### src/rtl/video_pkg.sv
// Shared video/frame constants and pixel, coordinate and address types.
package video_pkg;

    localparam int PRECISION  = 11;
    localparam int PIXEL_SIZE = 16;
    localparam int ADDR_WIDTH = 20;
    localparam int H_RES      = 800;
    localparam int V_RES      = 600;

    typedef logic        [PRECISION-1:0]  coord_t;
    typedef logic signed [PRECISION:0]    scoord_t;
    typedef logic        [PIXEL_SIZE-1:0] pixel_t;
    typedef logic        [ADDR_WIDTH-1:0] addr_t;

    // Which write stream wins the next contended cycle.
    typedef enum logic {
        RR_ADC = 1'b0,
        RR_SPI = 1'b1
    } rr_e;

    function automatic scoord_t to_scoord(input coord_t c);
        return scoord_t'({1'b0, c});
    endfunction

endpackage

### src/rtl/pixel_addr_calc.sv
// Maps a signed pixel coordinate to a linear SRAM address (y*H_RES+x) and flags whether it
// lies inside the frame; the address is only meaningful when in_frame is set.
module pixel_addr_calc
    import video_pkg::*;
(
    input  scoord_t x,
    input  scoord_t y,
    output addr_t   addr,
    output logic    in_frame
);

    always_comb begin
        in_frame = (x >= scoord_t'(0)) && (y >= scoord_t'(0)) &&
                   (x < scoord_t'(H_RES)) && (y < scoord_t'(V_RES));
        addr     = addr_t'(y[PRECISION-1:0]) * addr_t'(H_RES) + addr_t'(x[PRECISION-1:0]);
    end

endmodule

### src/rtl/sram_access_arbiter.sv
// Shares the SRAM command port between fg reads, ADC writes and SPI writes with a
// fixed-latency read response pipe. Optional stat counters enabled by SRAM_ARB_STATS_EN.
module sram_access_arbiter
    import video_pkg::*;
#(
    parameter int MEM_LATENCY  = 2,
    parameter int STARVE_LIMIT = 64
)
(
    input  logic                  clk,
    input  logic                  rst,
    input  logic                  frozen,
    input  logic                  adc_valid,
    input  logic [PRECISION-1:0]  adc_x,
    input  logic [PRECISION-1:0]  adc_y,
    input  logic [PIXEL_SIZE-1:0] adc_data,
    output logic                  adc_ready,
    input  logic                  spi_valid,
    input  logic [PRECISION-1:0]  spi_x,
    input  logic [PRECISION-1:0]  spi_y,
    input  logic [PIXEL_SIZE-1:0] spi_data,
    output logic                  spi_ready,
    input  logic                  rd_req,
    input  logic [PRECISION:0]    rd_x,
    input  logic [PRECISION:0]    rd_y,
    output logic                  rd_resp_valid,
    output logic                  rd_resp_skip,
    output logic [PIXEL_SIZE-1:0] rd_resp_data,
    output logic                  mem_cmd_valid,
    output logic                  mem_cmd_we,
    output logic [ADDR_WIDTH-1:0] mem_cmd_addr,
    output logic [PIXEL_SIZE-1:0] mem_cmd_wdata,
    input  logic [PIXEL_SIZE-1:0] mem_rdata,
    output logic                  starved
`ifdef SRAM_ARB_STATS_EN
    ,
    output logic [31:0]           stat_rd_cnt,
    output logic [31:0]           stat_wr_cnt,
    output logic [31:0]           stat_drop_cnt
`endif
);

    localparam int DEPTH = 1 + MEM_LATENCY;
    localparam int SW    = $clog2(STARVE_LIMIT + 1);

    rr_e             rr_q, rr_nxt;
    addr_t           rd_addr, wr_addr;
    logic            rd_in_frame, wr_in_frame;
    coord_t          wr_x, wr_y;
    pixel_t          wr_data;
    logic            wr_pend, wr_gnt;
    logic            rd_issue, wr_issue;
    logic [DEPTH-1:0] sr_valid, sr_skip;
    logic [SW-1:0]   starve_cnt;

    pixel_addr_calc u_rd_addr (
        .x        (scoord_t'(rd_x)),
        .y        (scoord_t'(rd_y)),
        .addr     (rd_addr),
        .in_frame (rd_in_frame)
    );

    pixel_addr_calc u_wr_addr (
        .x        (to_scoord(wr_x)),
        .y        (to_scoord(wr_y)),
        .addr     (wr_addr),
        .in_frame (wr_in_frame)
    );

    // Reads always win; writes only see the idle cycles, shared round-robin.
    always_comb begin
        adc_ready = 1'b0;
        spi_ready = 1'b0;
        rr_nxt    = rr_q;
        if (!rd_req) begin
            if (adc_valid && spi_valid) begin
                if (rr_q == RR_ADC) begin
                    adc_ready = 1'b1;
                    rr_nxt    = RR_SPI;
                end else begin
                    spi_ready = 1'b1;
                    rr_nxt    = RR_ADC;
                end
            end else if (adc_valid) begin
                adc_ready = 1'b1;
            end else if (spi_valid) begin
                spi_ready = 1'b1;
            end
        end
    end

    always_comb begin
        wr_x     = spi_ready ? spi_x    : adc_x;
        wr_y     = spi_ready ? spi_y    : adc_y;
        wr_data  = spi_ready ? spi_data : adc_data;
        wr_pend  = adc_valid | spi_valid;
        wr_gnt   = adc_ready | spi_ready;
        rd_issue = rd_req & rd_in_frame;
        wr_issue = wr_in_frame & (spi_ready | (adc_ready & ~frozen));
    end

    always_ff @(posedge clk) begin
        if (rst) begin
            rr_q          <= RR_ADC;
            mem_cmd_valid <= 1'b0;
            mem_cmd_we    <= 1'b0;
            mem_cmd_addr  <= '0;
            mem_cmd_wdata <= '0;
            sr_valid      <= '0;
            sr_skip       <= '0;
        end else begin
            rr_q          <= rr_nxt;
            mem_cmd_valid <= rd_issue | wr_issue;
            mem_cmd_we    <= wr_issue;
            mem_cmd_addr  <= rd_issue ? rd_addr : (wr_issue ? wr_addr : '0);
            mem_cmd_wdata <= wr_issue ? wr_data : '0;
            sr_valid      <= {sr_valid[DEPTH-2:0], rd_req};
            sr_skip       <= {sr_skip[DEPTH-2:0], rd_req & ~rd_in_frame};
        end
    end

    always_comb begin
        rd_resp_valid = sr_valid[DEPTH-1];
        rd_resp_skip  = sr_valid[DEPTH-1] & sr_skip[DEPTH-1];
        rd_resp_data  = (sr_valid[DEPTH-1] && !sr_skip[DEPTH-1]) ? mem_rdata : '0;
    end

    // Down-counter from STARVE_LIMIT; terminal count latches the sticky flag.
    always_ff @(posedge clk) begin
        if (rst) begin
            starve_cnt <= SW'(STARVE_LIMIT);
            starved    <= 1'b0;
        end else if (wr_gnt) begin
            starve_cnt <= SW'(STARVE_LIMIT);
        end else if (wr_pend && starve_cnt != '0) begin
            starve_cnt <= starve_cnt - SW'(1);
            if (starve_cnt == SW'(1)) begin
                starved <= 1'b1;
            end
        end
    end

`ifdef SRAM_ARB_STATS_EN
    always_ff @(posedge clk) begin
        if (rst) begin
            stat_rd_cnt   <= '0;
            stat_wr_cnt   <= '0;
            stat_drop_cnt <= '0;
        end else begin
            if (rd_issue) stat_rd_cnt <= stat_rd_cnt + 32'd1;
            if (wr_issue) stat_wr_cnt <= stat_wr_cnt + 32'd1;
            if ((rd_req && !rd_in_frame) || (wr_gnt && !wr_issue)) begin
                stat_drop_cnt <= stat_drop_cnt + 32'd1;
            end
        end
    end
`else
    // Statistics counters not built in this configuration.
`endif

endmodule
### config.mk
export PLATFORM = sky130hd
export DESIGN_NAME = sram_access_arbiter
export DESIGN_NICKNAME = d
export VERILOG_FILES = /design/src/rtl/video_pkg.sv /design/src/rtl/pixel_addr_calc.sv /design/src/rtl/sram_access_arbiter.sv
export SDC_FILE = /design/constraint.sdc
export NUM_CORES = 1
export LEC_CHECK = 0
export ABC_AREA = 1
export ABC_CLOCK_PERIOD_IN_PS = 18300
export BUFFER_PORTS_ARGS = -buffer_cell sky130_fd_sc_hd__clkbuf_2
export CORE_MARGIN = 2
export CORE_UTILIZATION = 50
export DETAILED_ROUTE_END_ITERATION = 10
export MAX_ROUTING_LAYER = met4
export PLACE_DENSITY = 0.77
export SYNTH_ARGS = -nofsm -noshare
export SYNTH_HDL_FRONTEND = slang
export SYNTH_HIERARCHICAL = 1
export SYNTH_SLANG_ARGS = --single-unit
### constraint.sdc
create_clock -name clk -period 18.3 [get_ports clk]
set_clock_uncertainty 0.1 [all_clocks]
set_input_delay 5.49 -clock clk [delete_from_list [all_inputs] [get_ports clk]]
set_output_delay 5.49 -clock clk [all_outputs]
set_load 0.01 [all_outputs]
==> key figures, run 1 <==
Status
  • Status: finished clean

Final layout
  • Share of layout cells above drive strength 1: 0.179
  • Layout Nets: 1487
  • Area Overhead vs Synth: 16.2%
  • Fillers: 1335

Timing
  • Min Clock Period, post-route: 12.45 ns
  • Period utilization: 0.680
  • Final Hold Fails: 0
  • Post-route setup TNS: 0 ns
  • Unrepaired setup endpoints after global routing: false
  • # setup viols final: 0
  • Worst setup margin: 5.85 ns
  • Relative slew slack: 0.504
  • Max frequency: 80.3 MHz
  • Worst-Margin Slew: 0.743 ns
  • Fin. max-slew vios: 0

Setup path
  • Worst EP required: 12.71 ns
  • Crit path from: rd_req
  • Crit end category: primary output
  • Crit Path Max Fanout: 40
  • Critical path cell sequence: clkbuf_2, nor2_4, o21ai_4, buf_4, inv_2, clkbuf_2
  • Worst R2R Path Depth: 29
  • Critical Path Source Type: input pin
  • Most numerous cell on the critical path: clkbuf_2
  • Slowest Stage Delay on Critical Path: 0.48 ns
  • Critical path's slowest cell: inv_2
  • Origin of the critical flop-to-flop path: rr_q$_SDFFE_PP0P_
  • Crit path kind: input pin to primary output
  • Worst path arrival time: 6.86 ns

Yosys
  • Synth top cells by count: nand2_1 (361), inv_1 (194), ha_1 (109), nor2_1 (73), dfxtp_1 (53)
  • Synth top area cells: ha_1 (20%), nand2_1 (20%), dfxtp_1 (15%)
  • Yosys cell types: 33
  • Cell taking the most area after synthesis: ha_1
  • Count leader, synth: nand2_1
  • Synth Cell Area: 6900 um2
  • Ys async rst share: 0
  • Number of flops mapped to enable cells by yosys: 0
  • Sequential element share of the synthesized area: 0.154
  • Seq cells post-synth: 53
  • Commonest register cell after synthesis: dfxtp_1
  • Yosys warnings: 6
  • Yosys top cell area share: 0.198
  • Mapped Cells: 1072
  • Avg Inst Size Synth: 6.44 um2

Clocking
  • Clock tree sinks: 53
  • Clock root buffer: clkbuf_16
  • H-tree levels: 2
  • CTS tree: built
  • CTS Buf Count: 5
  • Reg clk slew, reported paths: 0.07 ns
  • Post_cts resized: 0
  • Deepest clock path buffer count: 2
  • Clock insertion delay at the later pin of the skew report: 0.29 ns
  • Post-CTS Repair Setup Buffers: 0
  • CTS Hold Bufs: 0

Power
  • Leakage: 0.00502 uW
  • Pwr/cell area: 101 nW/um2
  • Worst IR Drop VDD: 0.0580 mV

Detailed routing
  • Drt drc: 0
  • DR iter-0 viols: 440
  • Wirelength per Cell: 12.2 um
  • Max Used Layer: met4
  • Post-Route M1 WL: 7.84 mm
  • Post-route ant nets: 0
  • Routed met2 length: 7.83 mm
  • Vias: 6755
  • Drt pass-1 iters: 6
  • Met3 WL: 964 um
  • Avg Vias per Cell: 4.78
  • Drt total wl: 17.2 mm

GRT
  • Tot GR Track Use: 0.241
  • GRT Residual Overflow: 0
  • Number of global-route vias before repair: 6018
  • Largest net degree at the start of global routing: 41
  • Initial antenna violation count: 1
  • First-pass GRT wire length: 27.8 mm

Min path
  • WHS Path Cells: 2
  • Hold path startpoint: sr_skip[0]$_SDFF_PP0_
  • HP Class: register to register

Floorplan
  • Top Ports: 181
  • Die width: 121 um
  • DIE AREA: 14800 um2
  • Site Rows: 42
  • Core footprint: 13300 um2
  • Die span in y: 121 um
  • Starting Density: 0.517

Placement
  • DP Worst Slack: 5.84 ns
  • Gpl congestion: 0.895
  • Hpwl dp: 14.6 mm
  • Port Buffers: 180

Run
  • Max Cap Viol: 0
-- layer usage --
layer / track usage / vias to the layer above
met4: 0.0769 / 0
met1: 0.305 / 2927
met3: 0.0258 / 30
met5: - / -
li1: - / 3589
met2: 0.403 / 209
-- worst max-delay path: cells and delay by family --
family	cells	cell delay [ns]
buf+inv	4	1.12
simple gates	1	0.16
compound gates	1	0.06
-- cells by family (layout without fill, tap and decap cells) --
kind of cell,Yosys count,count (layout),synth area share
AND/OR/NAND/NOR,550,550,0.337
adder cells (fa/ha/maj),131,131,0.261
other,1,3,0.000543
buffers and inverters,226,388,0.136
AO/OA/AOI/OAI,70,70,0.0587
flip-flops,53,53,0.154
XOR/XNOR,41,41,0.0520
-- report_power, final --
part	total, uW	internal, uW	switching (uW)
clock network	111	65.0	45.7
logic	574	230	344
registers	121	119	2.72
total	806	414	392
-- layout by cell type, fill, tap and decap left out, types with 2 or more instances in the layout --
| cell | n |
|---|---|
| nand4_1 | 11 |
| nand2_2 | 8 |
| conb_1 | 2 |
| clkbuf_16 | 5 |
| nor2_2 | 13 |
| ha_1 | 109 |
| nand3_1 | 48 |
| a21o_1 | 4 |
| o21ai_4 | 2 |
| inv_1 | 194 |
| nand2_1 | 361 |
| xnor2_1 | 9 |
| nor2_1 | 73 |
| o21ai_0 | 12 |
| a21boi_0 | 2 |
| a21oi_1 | 45 |
| inv_2 | 3 |
| nor4_1 | 2 |
| nor3_1 | 7 |
| nand3b_1 | 22 |
| buf_4 | 3 |
| xor2_1 | 32 |
| nor2_4 | 2 |
| clkbuf_2 | 180 |
| and2_1 | 2 |
| dfxtp_1 | 53 |
| o21bai_1 | 2 |
| fa_1 | 22 |
-- final timing paths --
check	slack [ns]	endpoint
setup reg to reg	12.96	mem_cmd_addr[18]$_SDFF_PP0_
hold / removal	0.30	sr_skip[1]$_SDFF_PP0_
hold reg to reg	0.30	sr_skip[1]$_SDFF_PP0_
setup / recovery	5.85	spi_ready
-- state kept, by name, summed over array words and instances (netlist names) --
register and flops:
starve_cnt 7, mem_cmd_valid 1, mem_cmd_we 1, sr_valid 3
mem_cmd_wdata 16, sr_skip 3, rr_q 1, mem_cmd_addr 20
starved 1
-- stage by stage --
stage / total power [uW] / util / hold WS, ns / cells / area, um2
floorplan: 583 / - / 0.288 / 1073 / 6900
global placement: 685 / 0.588 / 0.289 / 1403 / 7850
detailed placement: 691 / 0.588 / 0.294 / 1403 / 7850
CTS: 806 / 0.601 / 0.304 / 1411 / 8020
global route: 900 / 0.601 / 0.317 / 1412 / 8020
finish: 806 / 0.601 / 0.303 / 1412 / 8020
-- layout make-up --
class	instances	area [um2]	share of cell area
Multi-Input combinational cell	794	4900	0.612
Sequential cell	53	1060	0.132
Clock inverter	2	38.8	0.00484
Clock buffer	6	129	0.0161
Antenna cell	1	2.50	0.000312
Timing Repair Buffer	183	923	0.115
Inverter	197	739	0.0922
Tap cell	176	220	0.0275
(Power assumes the default switching activity.)
==> run 2: changes to the inputs <==
--- a/config.mk
+++ b/config.mk
@@ -5,14 +5,14 @@
 export SDC_FILE = /design/constraint.sdc
 export NUM_CORES = 1
 export LEC_CHECK = 0
-export ABC_AREA = 1
-export ABC_CLOCK_PERIOD_IN_PS = 18300
+export ABC_AREA = 0
+export ABC_CLOCK_PERIOD_IN_PS = 10200
 export BUFFER_PORTS_ARGS = -buffer_cell sky130_fd_sc_hd__clkbuf_2
 export CORE_MARGIN = 2
-export CORE_UTILIZATION = 50
+export CORE_UTILIZATION = 48
 export DETAILED_ROUTE_END_ITERATION = 10
 export MAX_ROUTING_LAYER = met4
-export PLACE_DENSITY = 0.77
+export PLACE_DENSITY = 0.79
 export SYNTH_ARGS = -nofsm -noshare
 export SYNTH_HDL_FRONTEND = slang
 export SYNTH_HIERARCHICAL = 1
==> constraint.sdc (replaced) <==
create_clock -name clk -period 10.2 [get_ports clk]
set_clock_uncertainty 0.1 [all_clocks]
set_input_delay 3.06 -clock clk [delete_from_list [all_inputs] [get_ports clk]]
set_output_delay 3.06 -clock clk [all_outputs]
set_load 0.01 [all_outputs]
==> key figures, run 2 <==
Setup path
  • Worst EP required: 10.29 ns
  • Crit Path Max Fanout: 17
  • Crit path kind: input pin to register
  • Origin of the critical flop-to-flop path: rr_q$_SDFFE_PP0P_
  • RR Endpoint: mem_cmd_addr[18]$_SDFF_PP0_
  • Crit path from: rd_req
  • Worst R2R Path Depth: 22
  • Flop2flop setup slack: 4.25 ns
  • Critical Path Source Type: input pin
  • Worst path arrival time: 8.50 ns
  • Crit end category: register

Final layout
  • Commonest non-fill, non-tap cell in the layout: clkbuf_2
  • Diodes inserted: 0
  • Reg with most FFs: mem_cmd_addr
  • Fin cells: 1066
  • Final non-filler cell area: 7070 um2
  • Sequential Area: 1060 um2
  • Multi-input gate area: 4360 um2
  • Most frequent cells in the layout: clkbuf_2 (180), nand2_1 (118), ha_1 (109), inv_1 (96), a21oi_1 (54)
  • Fillers: 1133
  • Share of layout cells above drive strength 1: 0.229
  • Max FFs per register: 20
  • Top Registers: mem_cmd_addr: 20 flops, mem_cmd_wdata: 16 flops, starve_cnt: 7 flops
  • Area Overhead vs Synth: 18.6%
  • Layout Nets: 1150

Clocking
  • CTS Hold Bufs: 0
  • Post_cts resized: 0
  • H-tree levels: 2
  • Post-CTS Repair Setup Buffers: 0
  • Reg clk slew, reported paths: 0.07 ns
  • Clock root buffer: clkbuf_16
  • CTS Buf Count: 5
  • Clock tree sinks: 53
  • Deepest clock path buffer count: 2
  • CTS tree: built
  • Clock insertion delay at the later pin of the skew report: 0.29 ns

Detailed routing
  • Drt drc: 0
  • Vias: 5306
  • Drt total wl: 13.6 mm
  • DR iter-0 viols: 222
  • Post-route ant nets: 0
  • Drt pass-1 iters: 4
  • Avg Vias per Cell: 4.98
  • Wirelength per Cell: 12.7 um

Yosys
  • Avg Inst Size Synth: 8.14 um2
  • Number of flops mapped to enable cells by yosys: 0
  • Synth top cells by count: nand2_1 (118), ha_1 (109), inv_1 (96), a21oi_1 (54), dfxtp_1 (53)
  • Count leader, synth: nand2_1
  • Synth Cell Area: 5960 um2
  • Yosys warnings: 6
  • Mapped Cells: 732
  • Synth top area cells: ha_1 (23%), dfxtp_1 (18%), nand2_1 (7.4%)
  • Commonest register cell after synthesis: dfxtp_1
  • Seq cells post-synth: 53
  • Yosys top cell area share: 0.229
  • Yosys cell types: 63
  • Cell taking the most area after synthesis: ha_1
  • Ys async rst share: 0
  • Sequential element share of the synthesized area: 0.178

Timing
  • Worst setup margin: 1.78 ns
  • Unrepaired setup endpoints after global routing: false
  • # setup viols final: 0
  • Fin. max-slew vios: 0
  • Min Clock Period, post-route: 8.42 ns
  • Max frequency: 119 MHz
  • Post-route setup TNS: 0 ns
  • Period utilization: 0.825
  • Final Hold Fails: 0
  • Worst-Margin Slew: 0.950 ns
  • Relative slew slack: 0.350

Min path
  • Hold endpoint: sr_valid[2]$_SDFF_PP0_
  • Hold path startpoint: sr_valid[1]$_SDFF_PP0_
  • WHS Path Cells: 1
  • HP Class: register to register

Power
  • Leakage: 0.00385 uW
  • Power Internal: 714 uW
  • Worst IR Drop VDD: 0.0983 mV
  • Clock Power Share: 0.133
  • Psw: 560 uW
  • Register share of total power: 0.172
  • Pwr/cell area: 180 nW/um2
  • Switching Share: 0.439
  • Comb pwr share: 0.696

Placement
  • Gpl congestion: 0.880
  • Placed cell area: 6930 um2
  • DP Worst Slack: 1.51 ns
  • Port Buffers: 180
  • Hpwl dp: 11.4 mm
  • Placed cells: 1058

GRT
  • First-pass GRT wire length: 21.9 mm
  • GRT Residual Overflow: 0
  • Initial antenna violation count: 0
  • Met3 Use GR: 0.0235
  • Met1 Track Usage GR: 0.266
  • GRT busiest layer: met2
  • Number of global-route vias before repair: 4956
  • Met2 usage: 0.340
  • Tot GR Track Use: 0.204
  • Largest net degree at the start of global routing: 31

Floorplan
  • DIE AREA: 13300 um2
  • Die width: 115 um
  • Top Ports: 181
  • Die span in y: 115 um
  • Site Rows: 40
  • Starting Density: 0.494
  • Core footprint: 12100 um2

Status
  • Status: finished clean

Run
  • Max Cap Viol: 0
==> run 2: cell count changes after synthesis, sizes merged, moves of 7 or more <==
cell and delta:
nand2 -252, inv -101, nor2 -63, nand3 -45, xnor2 +24, a22o +20
nand3b -20, xor2 -17, and2 +16, nor2b +15, a21oi +12, a21o +10
o21a +9, a211oi +7
==> run 2: logic make-up (layout without fill, tap and decap cells) <==
| logic type | after synthesis | after routing | synth area share |
|---|---|---|---|
| muxes | 1 | 1 | 0.00168 |
| adders and majority gates | 131 | 131 | 0.303 |
| buffers and inverters | 123 | 288 | 0.0903 |
| other | 1 | 2 | 0.000629 |
| and+or+nand+nor | 213 | 213 | 0.167 |
| AOI/OAI and AO/OA | 162 | 162 | 0.189 |
| DFF | 53 | 53 | 0.178 |
| xor gates and xnor gates | 48 | 48 | 0.0706 |
==> run 2: stage by stage <==
stage	total power (uW)	hold WS, ns	utilization
CTS	1280	0.348	0.586
finish	1270	0.340	0.586
floorplan	945	0.314	-
global route	1410	0.364	0.586
detailed placement	1100	0.332	0.574
global placement	1080	0.318	0.574
==> run 2: worst max-delay path, cell delays in order <==
cell and delay, ns:
clkbuf_2 0.14, nand3b_1 0.42, inv_1 0.50, nand2_1 0.12
nand2_1 0.18, ha_1 0.27, ha_1 0.29, inv_1 0.05
fa_1 0.50, inv_1 0.04, ha_1 0.32, o21a_1 0.23
a2111oi_0 0.64, o21bai_1 0.22, xnor2_1 0.16, ha_1 0.29
and3_1 0.17, a221oi_1 0.23, a21boi_0 0.23, o21ba_2 0.16
xnor2_1 0.06, a22o_1 0.19
==> run 2: how the worst max path moves through the flow <==
| stage | endpoint | slack (ns) | cells after the start |
|---|---|---|---|
| 4_1_cts | mem_cmd_addr[18]$_SDFF_PP0_ | 1.80 | 22 |
| 3_5_place_dp | mem_cmd_addr[18]$_SDFF_PP0_ | 1.51 | 22 |
| 6_report | mem_cmd_addr[18]$_SDFF_PP0_ | 1.78 | 22 |
| 5_1_grt | mem_cmd_addr[18]$_SDFF_PP0_ | 1.35 | 22 |
| 3_3_place_gp | mem_cmd_addr[18]$_SDFF_PP0_ | 1.80 | 22 |
| 2_1_floorplan | mem_cmd_addr[18]$_SDFF_PP0_ | 2.42 | 23 |
==> run 2: area by class of cell <==
cell class	count	share of cell area
Timing Repair Buffer	183	0.131
Clock buffer	6	0.0182
Tap cell	168	0.0297
Sequential cell	53	0.150
Clock inverter	2	0.00195
Inverter	97	0.0522
Multi-Input combinational cell	557	0.617
==> run 2: power groups by stage <==
stage	Sequential, uW	Clock (uW)	Combinational (uW)
2_1_floorplan	223	0	722
3_3_place_gp	223	0	861
3_5_place_dp	223	0	878
4_1_cts	219	174	885
5_1_grt	220	182	1010
6_report	219	169	886
==> run 2: routing by layer <==
metal	vias up	wire length, um
met5	-	0
met4	0	170
met3	15	615
met2	123	6470
met1	2392	6290
li1	2776	-
